## config.mk

```make
export PLATFORM = sky130hd
export DESIGN_NAME = ace_rd_arbiter
export DESIGN_NICKNAME = d
export VERILOG_FILES = /design/src/rtl/ace_rd_arbiter.sv
export SDC_FILE = /design/constraint.sdc
export NUM_CORES = 1
export LEC_CHECK = 0
export BUFFER_PORTS_ARGS = -buffer_cell sky130_fd_sc_hd__buf_2
export CELL_PAD_IN_SITES_DETAIL_PLACEMENT = 1
export CELL_PAD_IN_SITES_GLOBAL_PLACEMENT = 1
export CORE_MARGIN = 3
export CORE_UTILIZATION = 29
export CTS_CLUSTER_SIZE = 30
export DETAILED_ROUTE_END_ITERATION = 10
export GPL_TIMING_DRIVEN = 0
export PLACE_DENSITY = 0.9
export SLEW_MARGIN = 20
export SYNTH_ARGS = -nofsm -noshare
export SYNTH_HDL_FRONTEND = slang
export SYNTH_SLANG_ARGS = --single-unit
```

## constraint.sdc

```tcl
create_clock -name clk -period 4.23 [get_ports clk]
set_clock_uncertainty 0.2 [all_clocks]
set_input_delay 0.846 -clock clk [delete_from_list [all_inputs] [get_ports clk]]
set_output_delay 0.846 -clock clk [all_outputs]
set_load 0.1 [all_outputs]
```

## src/rtl/ace_rd_arbiter.sv

```systemverilog
// Two-requester round-robin arbiter for a single ACE read channel (AR + R).
// One read is outstanding at a time; the grant is held from AR acceptance until RLAST.
module ace_rd_arbiter #(
    parameter int ADDR_WIDTH   = 32,
    parameter int DATA_WIDTH   = 32,
    parameter int RRESP_WIDTH  = 4,
    parameter int SNOOP_WIDTH  = 4,
    parameter int DOMAIN_WIDTH = 2
) (
    input  logic                    clk,
    input  logic                    rst,

    input  logic                    s0_ar_valid,
    output logic                    s0_ar_ready,
    input  logic [ADDR_WIDTH-1:0]   s0_ar_addr,
    input  logic [7:0]              s0_ar_len,
    input  logic [SNOOP_WIDTH-1:0]  s0_ar_snoop,
    input  logic [DOMAIN_WIDTH-1:0] s0_ar_domain,
    output logic                    s0_r_valid,
    input  logic                    s0_r_ready,
    output logic [DATA_WIDTH-1:0]   s0_r_data,
    output logic [RRESP_WIDTH-1:0]  s0_r_resp,
    output logic                    s0_r_last,

    input  logic                    s1_ar_valid,
    output logic                    s1_ar_ready,
    input  logic [ADDR_WIDTH-1:0]   s1_ar_addr,
    input  logic [7:0]              s1_ar_len,
    input  logic [SNOOP_WIDTH-1:0]  s1_ar_snoop,
    input  logic [DOMAIN_WIDTH-1:0] s1_ar_domain,
    output logic                    s1_r_valid,
    input  logic                    s1_r_ready,
    output logic [DATA_WIDTH-1:0]   s1_r_data,
    output logic [RRESP_WIDTH-1:0]  s1_r_resp,
    output logic                    s1_r_last,

    output logic                    m_ar_valid,
    input  logic                    m_ar_ready,
    output logic [ADDR_WIDTH-1:0]   m_ar_addr,
    output logic [7:0]              m_ar_len,
    output logic [SNOOP_WIDTH-1:0]  m_ar_snoop,
    output logic [DOMAIN_WIDTH-1:0] m_ar_domain,

    input  logic                    m_r_valid,
    output logic                    m_r_ready,
    input  logic [DATA_WIDTH-1:0]   m_r_data,
    input  logic [RRESP_WIDTH-1:0]  m_r_resp,
    input  logic                    m_r_last,

    output logic                    protocol_err
);

    typedef enum logic [1:0] {IDLE, ADDR, DATA} state_e;

    state_e                  state_q, state_d;
    logic                    last_grant_q, last_grant_d;
    logic                    grant_q, grant_d;
    logic [ADDR_WIDTH-1:0]   addr_q, addr_d;
    logic [7:0]              len_q, len_d;
    logic [SNOOP_WIDTH-1:0]  snoop_q, snoop_d;
    logic [DOMAIN_WIDTH-1:0] domain_q, domain_d;
    logic [7:0]              beat_cnt_q, beat_cnt_d;
    logic                    protocol_err_q, protocol_err_d;

    logic win;
    logic ar_hs;
    logic in_data;
    logic r_hs;

    // Winner is the sole requester, or on a tie the one that did not go last.
    always_comb begin
        win         = (s0_ar_valid && s1_ar_valid) ? ~last_grant_q : s1_ar_valid;
        s0_ar_ready = (state_q == IDLE) && s0_ar_valid && !win;
        s1_ar_ready = (state_q == IDLE) && s1_ar_valid && win;
        ar_hs       = s0_ar_ready || s1_ar_ready;

        m_ar_valid  = (state_q == ADDR);
        m_ar_addr   = addr_q;
        m_ar_len    = len_q;
        m_ar_snoop  = snoop_q;
        m_ar_domain = domain_q;

        in_data    = (state_q == DATA);
        s0_r_valid = in_data && !grant_q && m_r_valid;
        s0_r_data  = (in_data && !grant_q) ? m_r_data : '0;
        s0_r_resp  = (in_data && !grant_q) ? m_r_resp : '0;
        s0_r_last  = in_data && !grant_q && m_r_last;
        s1_r_valid = in_data && grant_q && m_r_valid;
        s1_r_data  = (in_data && grant_q) ? m_r_data : '0;
        s1_r_resp  = (in_data && grant_q) ? m_r_resp : '0;
        s1_r_last  = in_data && grant_q && m_r_last;
        m_r_ready  = in_data && (grant_q ? s1_r_ready : s0_r_ready);
        r_hs       = in_data && m_r_valid && m_r_ready;

        protocol_err = protocol_err_q;
    end

    always_comb begin
        state_d        = state_q;
        last_grant_d   = last_grant_q;
        grant_d        = grant_q;
        addr_d         = addr_q;
        len_d          = len_q;
        snoop_d        = snoop_q;
        domain_d       = domain_q;
        beat_cnt_d     = beat_cnt_q;
        protocol_err_d = protocol_err_q;

        case (state_q)
            IDLE: begin
                if (ar_hs) begin
                    addr_d     = win ? s1_ar_addr   : s0_ar_addr;
                    len_d      = win ? s1_ar_len    : s0_ar_len;
                    snoop_d    = win ? s1_ar_snoop  : s0_ar_snoop;
                    domain_d   = win ? s1_ar_domain : s0_ar_domain;
                    grant_d    = win;
                    beat_cnt_d = '0;
                    state_d    = ADDR;
                end
            end
            ADDR: begin
                if (m_ar_ready) state_d = DATA;
            end
            DATA: begin
                if (r_hs) begin
                    if (beat_cnt_q != 8'hFF) beat_cnt_d = beat_cnt_q + 8'd1;
                    // Early RLAST still ends the read; a missing RLAST keeps us waiting for it.
                    if (m_r_last) begin
                        if (beat_cnt_q != len_q) protocol_err_d = 1'b1;
                        last_grant_d = grant_q;
                        state_d      = IDLE;
                    end else if (beat_cnt_q == len_q) begin
                        protocol_err_d = 1'b1;
                    end
                end
            end
            default: state_d = IDLE;
        endcase
    end

    always_ff @(posedge clk) begin
        if (rst) begin
            state_q        <= IDLE;
            last_grant_q   <= 1'b1;
            grant_q        <= 1'b0;
            addr_q         <= '0;
            len_q          <= '0;
            snoop_q        <= '0;
            domain_q       <= '0;
            beat_cnt_q     <= '0;
            protocol_err_q <= 1'b0;
        end else begin
            state_q        <= state_d;
            last_grant_q   <= last_grant_d;
            grant_q        <= grant_d;
            addr_q         <= addr_d;
            len_q          <= len_d;
            snoop_q        <= snoop_d;
            domain_q       <= domain_d;
            beat_cnt_q     <= beat_cnt_d;
            protocol_err_q <= protocol_err_d;
        end
    end

endmodule
```

==> results.toml <==
[run_status]
status = "finished clean"

[logic_synthesis]
synth-adder-area-share = 0.003702
yosysWarnings = 0
synth.distinct_cells = 43
synthFlopType = "dfxtp_1"
synth_top_area_frac = 0.3495
synth_top_area_cell = "dfxtp_1"
synth.most_common_cell = "dfxtp_1"
seq_area_frac_synth = 0.3495
yosys-top-cells-area = "dfxtp_1 35%, mux2i_1 14%, a211oi_1 11%, and2_1 7.6%, and3_1 7.0%"
syn_inst = 391
syn-num-nets = 529
synth_seq_cells = 59
ys_top_cells_by_count = "59 x dfxtp_1, 58 x nor2_1, 48 x a211oi_1, 48 x mux2i_1, 41 x and2_1"
synth_compound_area_frac = 0.1707
synth_edf_count = 0
synth_top_family_by_area = "simple AND/OR/NAND/NOR gates"
synthArstFlopShare = 0
synth_xor_area_frac = 0.02073
muxShareOfSynthArea = 0.1466
syn-cell-area_sq_um = 3379
synth.avg_cell_area_sq_um = 8.643
synthSimpleGateAreaFrac = 0.2592

[global_routing]
grt_pass1_wl_um = 22510
overflow = 0
antenna_found_initial = 0
grt_pass1_vias = 4338
grt_max_degree = 11
grt_util_all_layers = 0.2206

[place]
placed_area_sq_um = 4871
dpl.hpwl_um = 12410
port_buffers = 263
dp_slack_ps = 563.6
gp_congestion = 0.9091

[timing]
post-route-period-util = 0.8567
rsz0062_at_grt = "false"
fin_setup_tns_ps = 0
slew_headroom = 0.6020
max_freq_ghz = 0.2760
setup_viol = 0
period_minus_slack_ps = 3624
worstMarginPinSlew_ps = 593.8
report.final.slew_viol_count = 0
fin_ws_ps = 606.2
hold_viol_final = 0

[worst_setup_path]
crit_chain = "or2b_1 > nor2_1 > clkbuf_1 > and2_1 > buf_2"
path_class = "reg -> out"
cp_top_family = "simple AND/OR/NAND/NOR gates"
crit_required_ps = 3180
critPathMaxFanout = 10
critical_path_buf_inv_count = 2
cp.arrival_ps = 2580
cp.depth = 5
endpoint_kind = "output port"
cp-start-kind = "register"
reg2reg_depth = 6
slowest_delay_ps = 470
crit_slowest_cell = "nor2_1"

[clocking]
clock-sinks = 59
cts_setup_buffers = 0
root_buffer = "clkbuf_16"
clk_pin_slew_ps = 60
cts_buffer_depth = 2
holdBufCountCts = 0
clock_latency_ps = 330
cts_resized = 0
ctsHtreeMaxLevel = 3
cts_buffers = 9
cts_tree = "done"

[cells_and_area]
nNetsFinal = 803
n_antenna_cell = 0
final_cell_area_sq_um = 5210
finish.utilization = 0.4683
syn2layout_area_growth_pct = 54.17
drive_gt1_frac = 0.4448

[power_and_ir_drop]
seqPwrFrac = 0.273
power.internal_w = 0.001364
netSwitchingPower_w = 0.001024
ir_drop_uv = 297.4
p_clk_frac = 0.344
powerDensity_nw_per_um2 = 458.5
p_leak_nw = 2.779
p_sw_frac = 0.4288
combinationalPowerShare = 0.384

[floorplanning]
die_w_um = 114.0
die_h_um = 114.0
initial_core_util = 0.3038
rows = 38
io_pins = 264
fp.dieArea_sq_um = 12980
core_area_sq_um = 11130

[routing]
ant_nets = 0
route.vias.total = 4113
first_pass_iters = 4
finalWirelength_um = 14980
viasPerCell = 5.078
drc_errors = 0
drt-wirelength-per-cell_um = 18.50
drt-initial-drc-count = 95

[hold_path]
min_path_cells = 2
min_path_type = "reg -> reg"

[flow_run]
drv_cap = 0
kinds of logic (layout without fill, tap and decap cells):
| group | count (synthesis) | after routing |
|---|---|---|
| buf+inv | 38 | 317 |
| mux | 49 | 49 |
| fa+ha+maj | 1 | 1 |
| simple gates | 165 | 165 |
| flops | 59 | 59 |
| compound gates | 71 | 71 |
| xor+xnor | 8 | 8 |
layer usage:
metal	up-vias	share of wire	track usage
li1	1960	-	-
met3	31	0.080	0.05782
met2	201	0.53	0.4235
met1	1921	0.36	0.2272
met5	-	0	0
met4	0	0.027	0.08076
metrics by stage:
step / hold WS, ps / std cells / total power (W)
after floorplan: 245.1 / 391 / 0.001362
after global placement: 266.4 / 794 / 0.001557
after detailed placement: 292.7 / 794 / 0.001582
after CTS: 300.5 / 810 / 0.002405
after global routing: 327.8 / 810 / 0.002481
final: 294.8 / 810 / 0.002389
final timing paths:
path                                     from             to  slack, ps
worst max register to register  beat_cnt_q[1]  beat_cnt_q[7]       2000
worst max-delay path               state_q[1]  s0_r_data[28]        610
worst min register to register   protocol_err   protocol_err        290
worst min-delay path             protocol_err   protocol_err        290
cells in the final DEF, fill, tap and decap left out, drive strengths merged, types with 2 or more instances in the layout:
cell and n:
buf 276, dfxtp 59, nor2 58, mux2i 48, a211oi 48, and2 41, and3 38, clkbuf 35
nand2 8, xnor2 8, nand3 4, nand4 4, o311ai 4, inv 3, a21oi 3, o41ai 3
or3 2, o21ai 2, o31ai 2, bufinv 2, or2 2, a22oi 2, o32ai 2
area by class of cell:
cell class                 count  area (sq um)
clock buffer                  13         270.3
timing repair buffer         263          1316
multi-input combinational    294          2031
sequential                    59          1181
tap                          140         175.2
inverter                       3         11.26
fill                        1433          5916
clock inverter                 3         68.82
buffer                        35         156.4
worst register-to-register path: stages (launching register included):
cell     delay, ps
dfxtp_1        460
ha_1           260
nand3_1        170
nor3_2         570
or3_1          210
buf_6          140
o32ai_2         90
power by group through the flow:
stage / combinational (W) / clock (W) / sequential [W]
3_5_place_dp: 0.000920 / 0 / 0.000662
4_1_cts: 0.000922 / 0.000831 / 0.000652
2_1_floorplan: 0.000317 / 0 / 0.00104
3_3_place_gp: 0.000897 / 0 / 0.000660
5_1_grt: 0.000962 / 0.000860 / 0.000659
6_report: 0.000916 / 0.000821 / 0.000651
sequential cells by signal (all words and copies together) (netlist names):
name	cells
beat_cnt_q	8
grant_q	1
last_grant_q	1
m_ar_addr	32
m_ar_domain	2
m_ar_len	8
m_ar_snoop	4
protocol_err	1
state_q	2
Note: power is estimated with default switching activity, not from simulation.
